<file path="config.mk">
export PLATFORM = sky130hd
export DESIGN_NAME = house_score_sequencer_flat
export DESIGN_NICKNAME = d
export VERILOG_FILES = /design/src/rtl/house_score_sequencer_if.sv /design/src/rtl/house_score_sequencer.sv /design/src/flat_wrapper.sv
export SDC_FILE = /design/constraint.sdc
export NUM_CORES = 1
export LEC_CHECK = 0
export ABC_AREA = 1
export CORE_MARGIN = 5
export CORE_UTILIZATION = 61
export CTS_BUF_LIST = sky130_fd_sc_hd__clkbuf_4 sky130_fd_sc_hd__clkbuf_8
export CTS_CLUSTER_SIZE = 8
export DETAILED_ROUTE_END_ITERATION = 8
export PLACE_DENSITY = 0.81
export SLEW_MARGIN = 20
export SYNTH_ARGS = -nofsm -noshare
export SYNTH_HDL_FRONTEND = slang
export SYNTH_SLANG_ARGS = --single-unit
</file>
<file path="constraint.sdc">
create_clock -name clk -period 6.1 [get_ports clk]
set_input_delay 1.22 -clock clk [delete_from_list [all_inputs] [get_ports clk]]
set_output_delay 1.22 -clock clk [all_outputs]
set_load 0.01 [all_outputs]
</file>
<file path="src/rtl/house_score_sequencer_if.sv">
// Score-sequencer bus: start handshake, the four house scores, status, ranking and the digit read port.
interface house_score_sequencer_if #(
  parameter int SCORE_W = 20
);
  logic               start;
  logic [SCORE_W-1:0] g_score;
  logic [SCORE_W-1:0] s_score;
  logic [SCORE_W-1:0] r_score;
  logic [SCORE_W-1:0] h_score;
  logic               busy;
  logic               done;
  logic               ready;
  logic [7:0]         rank_order;
  logic [1:0]         rd_house;
  logic [2:0]         rd_digit;
  logic [3:0]         rd_bcd;

  modport master (
    output start, g_score, s_score, r_score, h_score, rd_house, rd_digit,
    input  busy, done, ready, rank_order, rd_bcd
  );

  modport slave (
    input  start, g_score, s_score, r_score, h_score, rd_house, rd_digit,
    output busy, done, ready, rank_order, rd_bcd
  );
endinterface

</file>
<file path="src/rtl/house_score_sequencer.sv">
// Latches four house scores, converts each to BCD with a serial double-dabble, ranks them and serves digits.
// Optional macro LEADING_ZERO_BLANK_EN: leading zero digits read back as 4'hF (blank glyph).
module house_score_sequencer #(
  parameter int SCORE_W = 20,
  parameter int DIGITS  = 6,
  parameter int SAT_MAX = 999999
) (
  input  logic                 clk,
  input  logic                 resetn,
  house_score_sequencer_if.slave bus
);

  localparam int DDW = 4 * DIGITS + SCORE_W;
  localparam int CW  = $clog2(SCORE_W);
  localparam logic [SCORE_W-1:0] SAT_V = SCORE_W'(SAT_MAX);

  typedef enum logic [2:0] {IDLE, LOAD, CONVERT, STORE, RANK, DONE} state_t;

  state_t             state_q;
  logic               busy_q;
  logic               done_q;
  logic               ready_q;
  logic [7:0]         rankOrder_q;
  logic [3:0]         rdBcd_q;
  logic [SCORE_W-1:0] score_q [4];
  logic [DDW-1:0]     dd_q;
  logic [DDW-1:0]     ddAdj;
  logic [DDW-1:0]     ddNext;
  logic [CW-1:0]      bitCnt_q;
  logic [1:0]         house_q;
  logic [2:0]         rankStep_q;
  logic [1:0]         rkId_q [4];
  logic [1:0]         rkIdSw [4];
  logic [SCORE_W-1:0] rkScore_q [4];
  logic [SCORE_W-1:0] rkScoreSw [4];
  logic [1:0]         idxA;
  logic [1:0]         idxB;
  logic [3:0]         digit_q [4][DIGITS];
  logic [2:0]         rdIdx;
  logic [3:0]         rdVal;

  function automatic logic [SCORE_W-1:0] clampScore(input logic [SCORE_W-1:0] s);
    return (s > SAT_V) ? SAT_V : s;
  endfunction

  always_comb begin
    ddAdj = dd_q;
    for (int i = 0; i < DIGITS; i++) begin
      if (dd_q[SCORE_W+4*i +: 4] >= 4'd5) begin
        ddAdj[SCORE_W+4*i +: 4] = dd_q[SCORE_W+4*i +: 4] + 4'd3;
      end
    end
    ddNext = {ddAdj[DDW-2:0], 1'b0};
  end

  // One compare-swap of the ranking network per cycle; equal scores order by lower house id.
  always_comb begin
    idxA = 2'd1;
    idxB = 2'd2;
    case (rankStep_q)
      3'd0:    begin idxA = 2'd0; idxB = 2'd1; end
      3'd1:    begin idxA = 2'd2; idxB = 2'd3; end
      3'd2:    begin idxA = 2'd0; idxB = 2'd2; end
      3'd3:    begin idxA = 2'd1; idxB = 2'd3; end
      default: begin idxA = 2'd1; idxB = 2'd2; end
    endcase
    rkIdSw    = rkId_q;
    rkScoreSw = rkScore_q;
    if ((rkScore_q[idxB] > rkScore_q[idxA]) ||
        ((rkScore_q[idxB] == rkScore_q[idxA]) && (rkId_q[idxB] < rkId_q[idxA]))) begin
      rkIdSw[idxA]    = rkId_q[idxB];
      rkIdSw[idxB]    = rkId_q[idxA];
      rkScoreSw[idxA] = rkScore_q[idxB];
      rkScoreSw[idxB] = rkScore_q[idxA];
    end
  end

  always_comb begin
    rdIdx = '0;
    rdVal = '0;
    if ((bus.rd_digit >= 3'd1) && (bus.rd_digit <= 3'd6)) begin
      rdIdx = bus.rd_digit - 3'd1;
      rdVal = digit_q[bus.rd_house][rdIdx];
`ifdef LEADING_ZERO_BLANK_EN
      begin
        logic aboveNz;
        aboveNz = 1'b0;
        for (int k = 0; k < DIGITS; k++) begin
          if ((k >= int'(rdIdx)) && (digit_q[bus.rd_house][k] != 4'd0)) aboveNz = 1'b1;
        end
        if ((rdIdx != 3'd0) && !aboveNz) rdVal = 4'hF;
      end
`endif
    end
  end

  always_ff @(posedge clk or negedge resetn) begin
    if (!resetn) begin
      state_q     <= IDLE;
      busy_q      <= 1'b0;
      done_q      <= 1'b0;
      ready_q     <= 1'b0;
      rankOrder_q <= 8'b00_01_10_11;
      rdBcd_q     <= '0;
      dd_q        <= '0;
      bitCnt_q    <= '0;
      house_q     <= '0;
      rankStep_q  <= '0;
      for (int h = 0; h < 4; h++) begin
        score_q[h]   <= '0;
        rkScore_q[h] <= '0;
        rkId_q[h]    <= 2'(h);
        for (int d = 0; d < DIGITS; d++) digit_q[h][d] <= '0;
      end
    end else begin
      done_q  <= 1'b0;
      rdBcd_q <= rdVal;
      case (state_q)
        IDLE, DONE: begin
          if (bus.start) begin
            state_q <= LOAD;
            busy_q  <= 1'b1;
            ready_q <= 1'b0;
          end
        end
        LOAD: begin
          score_q[0]   <= clampScore(bus.g_score);
          score_q[1]   <= clampScore(bus.s_score);
          score_q[2]   <= clampScore(bus.r_score);
          score_q[3]   <= clampScore(bus.h_score);
          rkScore_q[0] <= clampScore(bus.g_score);
          rkScore_q[1] <= clampScore(bus.s_score);
          rkScore_q[2] <= clampScore(bus.r_score);
          rkScore_q[3] <= clampScore(bus.h_score);
          for (int h = 0; h < 4; h++) rkId_q[h] <= 2'(h);
          dd_q     <= {{(4*DIGITS){1'b0}}, clampScore(bus.g_score)};
          house_q  <= '0;
          bitCnt_q <= '0;
          state_q  <= CONVERT;
        end
        CONVERT: begin
          dd_q     <= ddNext;
          bitCnt_q <= bitCnt_q + 1'b1;
          if (bitCnt_q == CW'(SCORE_W - 1)) begin
            bitCnt_q <= '0;
            state_q  <= STORE;
          end
        end
        STORE: begin
          for (int d = 0; d < DIGITS; d++) digit_q[house_q][d] <= dd_q[SCORE_W+4*d +: 4];
          if (house_q == 2'd3) begin
            rankStep_q <= '0;
            state_q    <= RANK;
          end else begin
            house_q <= house_q + 2'd1;
            dd_q    <= {{(4*DIGITS){1'b0}}, score_q[house_q + 2'd1]};
            state_q <= CONVERT;
          end
        end
        RANK: begin
          rkId_q     <= rkIdSw;
          rkScore_q  <= rkScoreSw;
          rankStep_q <= rankStep_q + 3'd1;
          if (rankStep_q == 3'd5) begin
            rankOrder_q <= {rkIdSw[0], rkIdSw[1], rkIdSw[2], rkIdSw[3]};
            ready_q     <= 1'b1;
            busy_q      <= 1'b0;
            done_q      <= 1'b1;
            state_q     <= DONE;
          end
        end
        default: state_q <= IDLE;
      endcase
    end
  end

  assign bus.busy       = busy_q;
  assign bus.done       = done_q;
  assign bus.ready      = ready_q;
  assign bus.rank_order = rankOrder_q;
  assign bus.rd_bcd     = rdBcd_q;

endmodule

</file>
<file path="src/flat_wrapper.sv">
// flat-port wrapper written by rule: the top's interface ports become plain ports
module house_score_sequencer_flat 
#(
  parameter int SCORE_W = 20,
  parameter int DIGITS  = 6,
  parameter int SAT_MAX = 999999
)
  (clk, resetn, bus_start, bus_g_score, bus_s_score, bus_r_score, bus_h_score, bus_rd_house, bus_rd_digit, bus_busy, bus_done, bus_ready, bus_rank_order, bus_rd_bcd);
  house_score_sequencer_if #(.SCORE_W(SCORE_W)) bus_i ();
  input  logic clk;
  input  logic resetn;
  input wire logic [$bits(bus_i.start)-1:0] bus_start;
  input wire logic [$bits(bus_i.g_score)-1:0] bus_g_score;
  input wire logic [$bits(bus_i.s_score)-1:0] bus_s_score;
  input wire logic [$bits(bus_i.r_score)-1:0] bus_r_score;
  input wire logic [$bits(bus_i.h_score)-1:0] bus_h_score;
  input wire logic [$bits(bus_i.rd_house)-1:0] bus_rd_house;
  input wire logic [$bits(bus_i.rd_digit)-1:0] bus_rd_digit;
  output wire logic [$bits(bus_i.busy)-1:0] bus_busy;
  output wire logic [$bits(bus_i.done)-1:0] bus_done;
  output wire logic [$bits(bus_i.ready)-1:0] bus_ready;
  output wire logic [$bits(bus_i.rank_order)-1:0] bus_rank_order;
  output wire logic [$bits(bus_i.rd_bcd)-1:0] bus_rd_bcd;
  assign bus_i.start = bus_start;
  assign bus_i.g_score = bus_g_score;
  assign bus_i.s_score = bus_s_score;
  assign bus_i.r_score = bus_r_score;
  assign bus_i.h_score = bus_h_score;
  assign bus_i.rd_house = bus_rd_house;
  assign bus_i.rd_digit = bus_rd_digit;
  assign bus_busy = bus_i.busy;
  assign bus_done = bus_i.done;
  assign bus_ready = bus_i.ready;
  assign bus_rank_order = bus_i.rank_order;
  assign bus_rd_bcd = bus_i.rd_bcd;
  house_score_sequencer #(.SCORE_W(SCORE_W), .DIGITS(DIGITS), .SAT_MAX(SAT_MAX)) u_core (.clk(clk), .resetn(resetn), .bus(bus_i));
endmodule
</file>
### Yosys cells after proc, flatten, opt, wreduce, memory -nomap -nowiden

Index checks and enable logic that the tools add are counted.

* output and inout bits: 15
* input port bits: 88
* bits in registers: 336
* word-level logic and storage cells: 216

* bitwise operators: 6
* $add $sub $neg: 10
* reductions and logical operators: 24
* eq/ne operators: 18
* mux-type cells: 89
* order comparisons: 23

Operators by type and width (count)
* bitwise mux 96 bit: 6
* demux 24 bit (select 2 bit): 6
* 2-to-1 mux 20 bit: 13
* bitwise mux 80 bit: 2
* case mux 80 bit (2 select lines): 1
* case mux 44 bit (3 select lines): 1
* binary-select mux 20 bit (select 2 bit): 3
* demux 20 bit (select 2 bit): 2
* > comparator 20 bit (second input constant): 4
* 2-to-1 mux 80 bit: 1
* 2-to-1 mux 24 bit: 3
* binary-select mux 24 bit (select 2 bit): 1
* 2-to-1 mux 44 bit: 1
* 2-to-1 mux 4 bit: 9
* greater-or-equal comparator 4 x 3 -> 1 bit (second input constant): 6
* adder 4 x 2 -> 4 bit (second input constant): 5
* == test 20 bit: 1
* > comparator 20 bit: 1
* 2-to-1 mux 3 bit: 6
* bitwise mux 8 bit: 2
* 2-to-1 mux 16 bit: 1
* 2-to-1 mux 8 bit: 2
* case mux 8 bit (2 select lines): 1
* greater-or-equal comparator 3 bit (second input constant): 5
* other kinds (39): 87

### Logic depth before layout (Yosys ltp)

* depth after elaboration: 12
* depth in mapped cells: 27

### Worst setup path after synthesis

OpenSTA, ideal clock, no wires.

* path type: register to register
* start point: reg u_core.rankStep_q[2]
* end point: reg u_core.rkScore_q[0] (netlist bit)
* required time: 5.983 ns
* clock period less this slack: 3.414 ns
* data arrival time: 3.297 ns
* setup slack: 2.686 ns
* setup time: 0.117 ns
* stages on the path, launching flop included: 25
* buffers on the path: 5
* cell sequence: dfrtp_1 inv_2 clkbuf_1 ha_1 inv_1 nand2_2 buf_2 buf_2 nand2_1 nand3_1 inv_1 ha_1 nand2_1 nor2_1 nand2_1 nor2_1 nand3_1 nor2_1 nand2_4 nand3_2 buf_6 nand3_2 buf_6 nand2_1 nand2_1

* word-level cells in the longest chain between the ends: 12

RTL lines
* start: declaration: line house_score_sequencer.sv:31 `logic [2:0] rankStep_q;`
* start signal: assignment: line house_score_sequencer.sv:163 `rankStep_q <= rankStep_q + 3'd1;`
* branches (longest 12 deep; another with > comparator 20 bit)
* end signal: assignment: line house_score_sequencer.sv:162 `rkScore_q <= rkScoreSw;`
* end: declaration: line house_score_sequencer.sv:34 `logic [SCORE_W-1:0] rkScore_q [4];`

Parallel ways; which one is timed is not known. The select of a mux whose other input is x is not followed.
A chain may end at the register's enable or synchronous reset.

### Worst setup path in the final report

* start point: reg u_core.rankStep_q[2]
* end point: reg u_core.rkScore_q[32] (netlist bit)

Same word-level chain as after synthesis.

==> summary.txt <==
Pwr
  • Net Sw Frac: between 50% and 60%
  • Comb power frac: between 50% and 60%
  • Pleak: approximately 11 nW
  • Clock power share: between 10% and 20%
  • PwrDens: between 600 and 700 mW/mm2
  • Peak supply drop: ~0.4 mV
  • Switching pwr: around 6.7 mW
  • Sequential share of power: between 20 and 30%
  • Internal: 6.49 mW

Routing
  • Vias/cell: approximately 6.0
  • Drt total wl: between 60000 and 70000 um
  • Remaining DRCs: 0
  • Routed length per placed instance: around 20 um
  • DRT Pass-1 Iters: 6
  • Vias: 19200
  • Routed Antenna Nets: 0
  • Initial drt markers: 2167

Timing
  • Final hold vios: 0
  • Worst-Margin Slew: 1090 ps
  • Pins Over Slew Limit: 0
  • Peak Freq: about 200 MHz
  • RSZ-0062 raised after global routing: false
  • Tcrit/Tclk final: about four fifths
  • Worst rel slew slack: 26.8%
  • Hold slack final: about 470 ps
  • Minimum clock period: about 5000 ps
  • Setup-failing EPs final: 0
  • Fin Setup TNS: 0 ps
  • Skew final: around 31 ps

Final layout
  • # fillers: between 2000 and 3000
  • Final nets: ~2900
  • Ant. Diodes: 0
  • Layout area overhead: 12.4%
  • Finished Core Util: between 60 and 70%
  • Share of layout cells above drive strength 1: about 6.2%

Clocking
  • H-Tree Depth: 2
  • Clock root cell: clkbuf_8
  • Clock transition at the registers of the reported paths: 60 ps
  • # hold bufs at CTS: 0
  • Setup Fix Bufs, Post-CTS: 0
  • CTS resizes: 0
  • Worst-Skew Late Latency: around 660 ps
  • Num CTS Buffers: 57
  • Clk buf depth: 3
  • Sink Count: ~340
  • CTS tree: done

Placed design
  • Buffers on Ports: 102
  • Routability cong.: between 0.9 and 1
  • Post-DP HPWL: 43100 um

Global route
  • Gr usage total: between 30% and 40%
  • Initial antenna violation count: 1
  • Pin count of the biggest net entering global routing: ~130
  • Global-route wire length before repair: ~99000 um
  • Gr ovfl total: 0
  • Vias in the first global route: about 18000

Synth
  • Post-Syn Instances: 2704
  • Avg Cell Area, Syn: between 7 and 8 um2
  • Number of synthesized flops with an enable pin: 0
  • Commonest cells in the netlist: nand2_1 (1010), dfrtp_1 (328), o21ai_0 (263), inv_1 (229), nand4_1 (167)
  • Synth async-reset ratio: 100%
  • Most common cell in the netlist: nand2_1
  • Top_reg_cell synth: dfrtp_1
  • #FFs+latches synth: around 340
  • Top post-synthesis cells by area: dfrtp_1 (43%), nand2_1 (20%), o21ai_0 (6.8%), nand4_1 (5.4%), inv_1 (4.5%)
  • Yosys cell types: 42
  • Synth warn: 0
  • Netlist Area Pre-Place: about 0.019 mm2
  • Area leader, netlist: dfrtp_1
  • Synthesized Nets: 2838
  • Register area share after synthesis: between 40% and 50%
  • Post-synth top area share: 42.5%

Worst hold path
  • HP Class: reg2reg

Floorplanning
  • Core Area: 0.0314 mm2
  • Die height: around 190 um
  • Die area: approximately 0.035 mm2
  • Initial Util: between 60% and 70%
  • Die width: about 190 um
  • # IOs: 103
  • Num rows: 65

Worst setup path
  • Worst path required time: 6690 ps
  • Critical path launch point type: flop
  • Critical path arrival: approximately 5600 ps
  • Critical path type: reg2reg
  • Crit-path max FO: 40
  • CP endpoint kind: flop

Job
  • Max Cap Violations: 0

Outcome
  • Status: completed
## power groups by stage
| stage | registers [mW] | clock network, mW | logic, mW |
|---|---|---|---|
| finish | 3.53 | 2.21 | 7.44 |
| global route | 3.60 | 2.34 | 8.31 |
| CTS | 3.51 | 2.23 | 7.29 |
| detailed placement | 3.53 | 0 | 7.25 |
| global placement | 3.51 | 0 | 7.09 |
| floorplan | 3.39 | 0 | 5.40 |
## sequential cells by signal, indices dropped and copies added, names as in the netlist, 4 cells and up
name and count:
u_core.bus.rd_bcd 4, u_core.dd_q 44, u_core.score_q 80, u_core.digit_q 96
u_core.bitCnt_q 5, u_core.rkId_q 8, u_core.bus.rank_order 8, u_core.rkScore_q 80
## stage by stage
step	area [um2]	worst slack [ps]	total power [mW]	std cells
after detailed placement	20500	1280	10.8	3083
after floorplan	19300	2690	8.79	2704
after global placement	20500	1490	10.6	3083
after global routing	21700	736	14.2	3184
final	21700	1100	13.2	3184
after CTS	21700	1250	13.0	3184
## critical path: stages, from the launching register on
cell and delay (ps):
dfrtp_1 410, inv_2 170, ha_1 240, inv_1 130
nand2_2 280, nor2_2 250, buf_4 440, nand2_1 170
and3_1 200, ha_1 300, nand2_1 60, nor2_1 140
nand2_1 120, nor2_1 150, nand3_1 120, nand2_1 340
nand3_2 470, nand3_1 430, buf_4 300, nand2_1 70
nand2_1 80
## path summary, 6_finish.rpt
kind,startpoint,endpoint,slack (ps),cells after the start
max reg2reg,u_core.rankStep_q[2],u_core.rkScore_q[32],1100,20
min,u_core.bus.rank_order[0],u_core.bus.rank_order[0],470,2
max in group asynchronous,resetn,u_core.rkScore_q[11],4370,2
max,u_core.rankStep_q[2],u_core.rkScore_q[32],1100,20
min reg2reg,u_core.bus.rank_order[0],u_core.bus.rank_order[0],470,2
min in group asynchronous,resetn,u_core.digit_q[2],580,1
## cell type report
| cell class | instances | area, um2 | area share (%) |
|---|---|---|---|
| inverter | 239 | 897 | 4.13 |
| sequential | 336 | 8420 | 38.8 |
| clock inverter | 7 | 93.8 | 0.432 |
| timing repair buffer | 132 | 1280 | 5.88 |
| tap | 402 | 503 | 2.32 |
| multi-input combinational | 1974 | 9370 | 43.2 |
| clock buffer | 94 | 1140 | 5.27 |
## layout by cell type, fill, tap and decap left out, types with 3 or more instances in the layout
cell type        Yosys  layout
nand2_1           1010    1007
dfrtp_1            328     328
o21ai_0            263     263
inv_1              229     227
nand4_1            167     167
nand3_1            155     154
nor2_1             134     131
clkdlybuf4s50_1      0     101
clkbuf_8             0      70
a21oi_1             55      55
ha_1                46      46
buf_4                0      28
o22ai_1             24      24
clkbuf_4             0      24
a31oi_1             18      18
nand3b_1            17      17
o211ai_1            16      16
o221ai_1            12      12
inv_2                7       8
dfstp_2              8       8
nand2_2              4       7
xor2_1               6       6
o31ai_1              6       6
and3_1               5       5
or2_2                5       5
clkinv_1             3       4
nor2_2               2       4
nand3_2              3       4
nor3_1               4       4
o311ai_0             4       4
o21bai_1             3       3
clkinv_2             0       3
## cells by family (layout without fill, tap and decap cells)
family,after synthesis,in the layout,synth area share (%)
xor gates and xnor gates,8,8,0.363
buffers and inverters,394,472,8.03
and+or+nand+nor,1510,1510,33.3
AOI/OAI and AO/OA,410,410,11.7
DFF,336,336,43.6
adders and majority gates,46,46,2.98
## routing by layer
layer	global-route usage (%)	part of all wire (%)	routed length, um	vias to the layer above
met3	5.53	7.9	4920	244
met2	55.6	45	28200	938
met5	0	0.011	7	-
met4	23.0	7.7	4800	2
li1	-	-	-	8968
met1	44.7	39	24500	9077
Power figures use the tool's default switching activity.
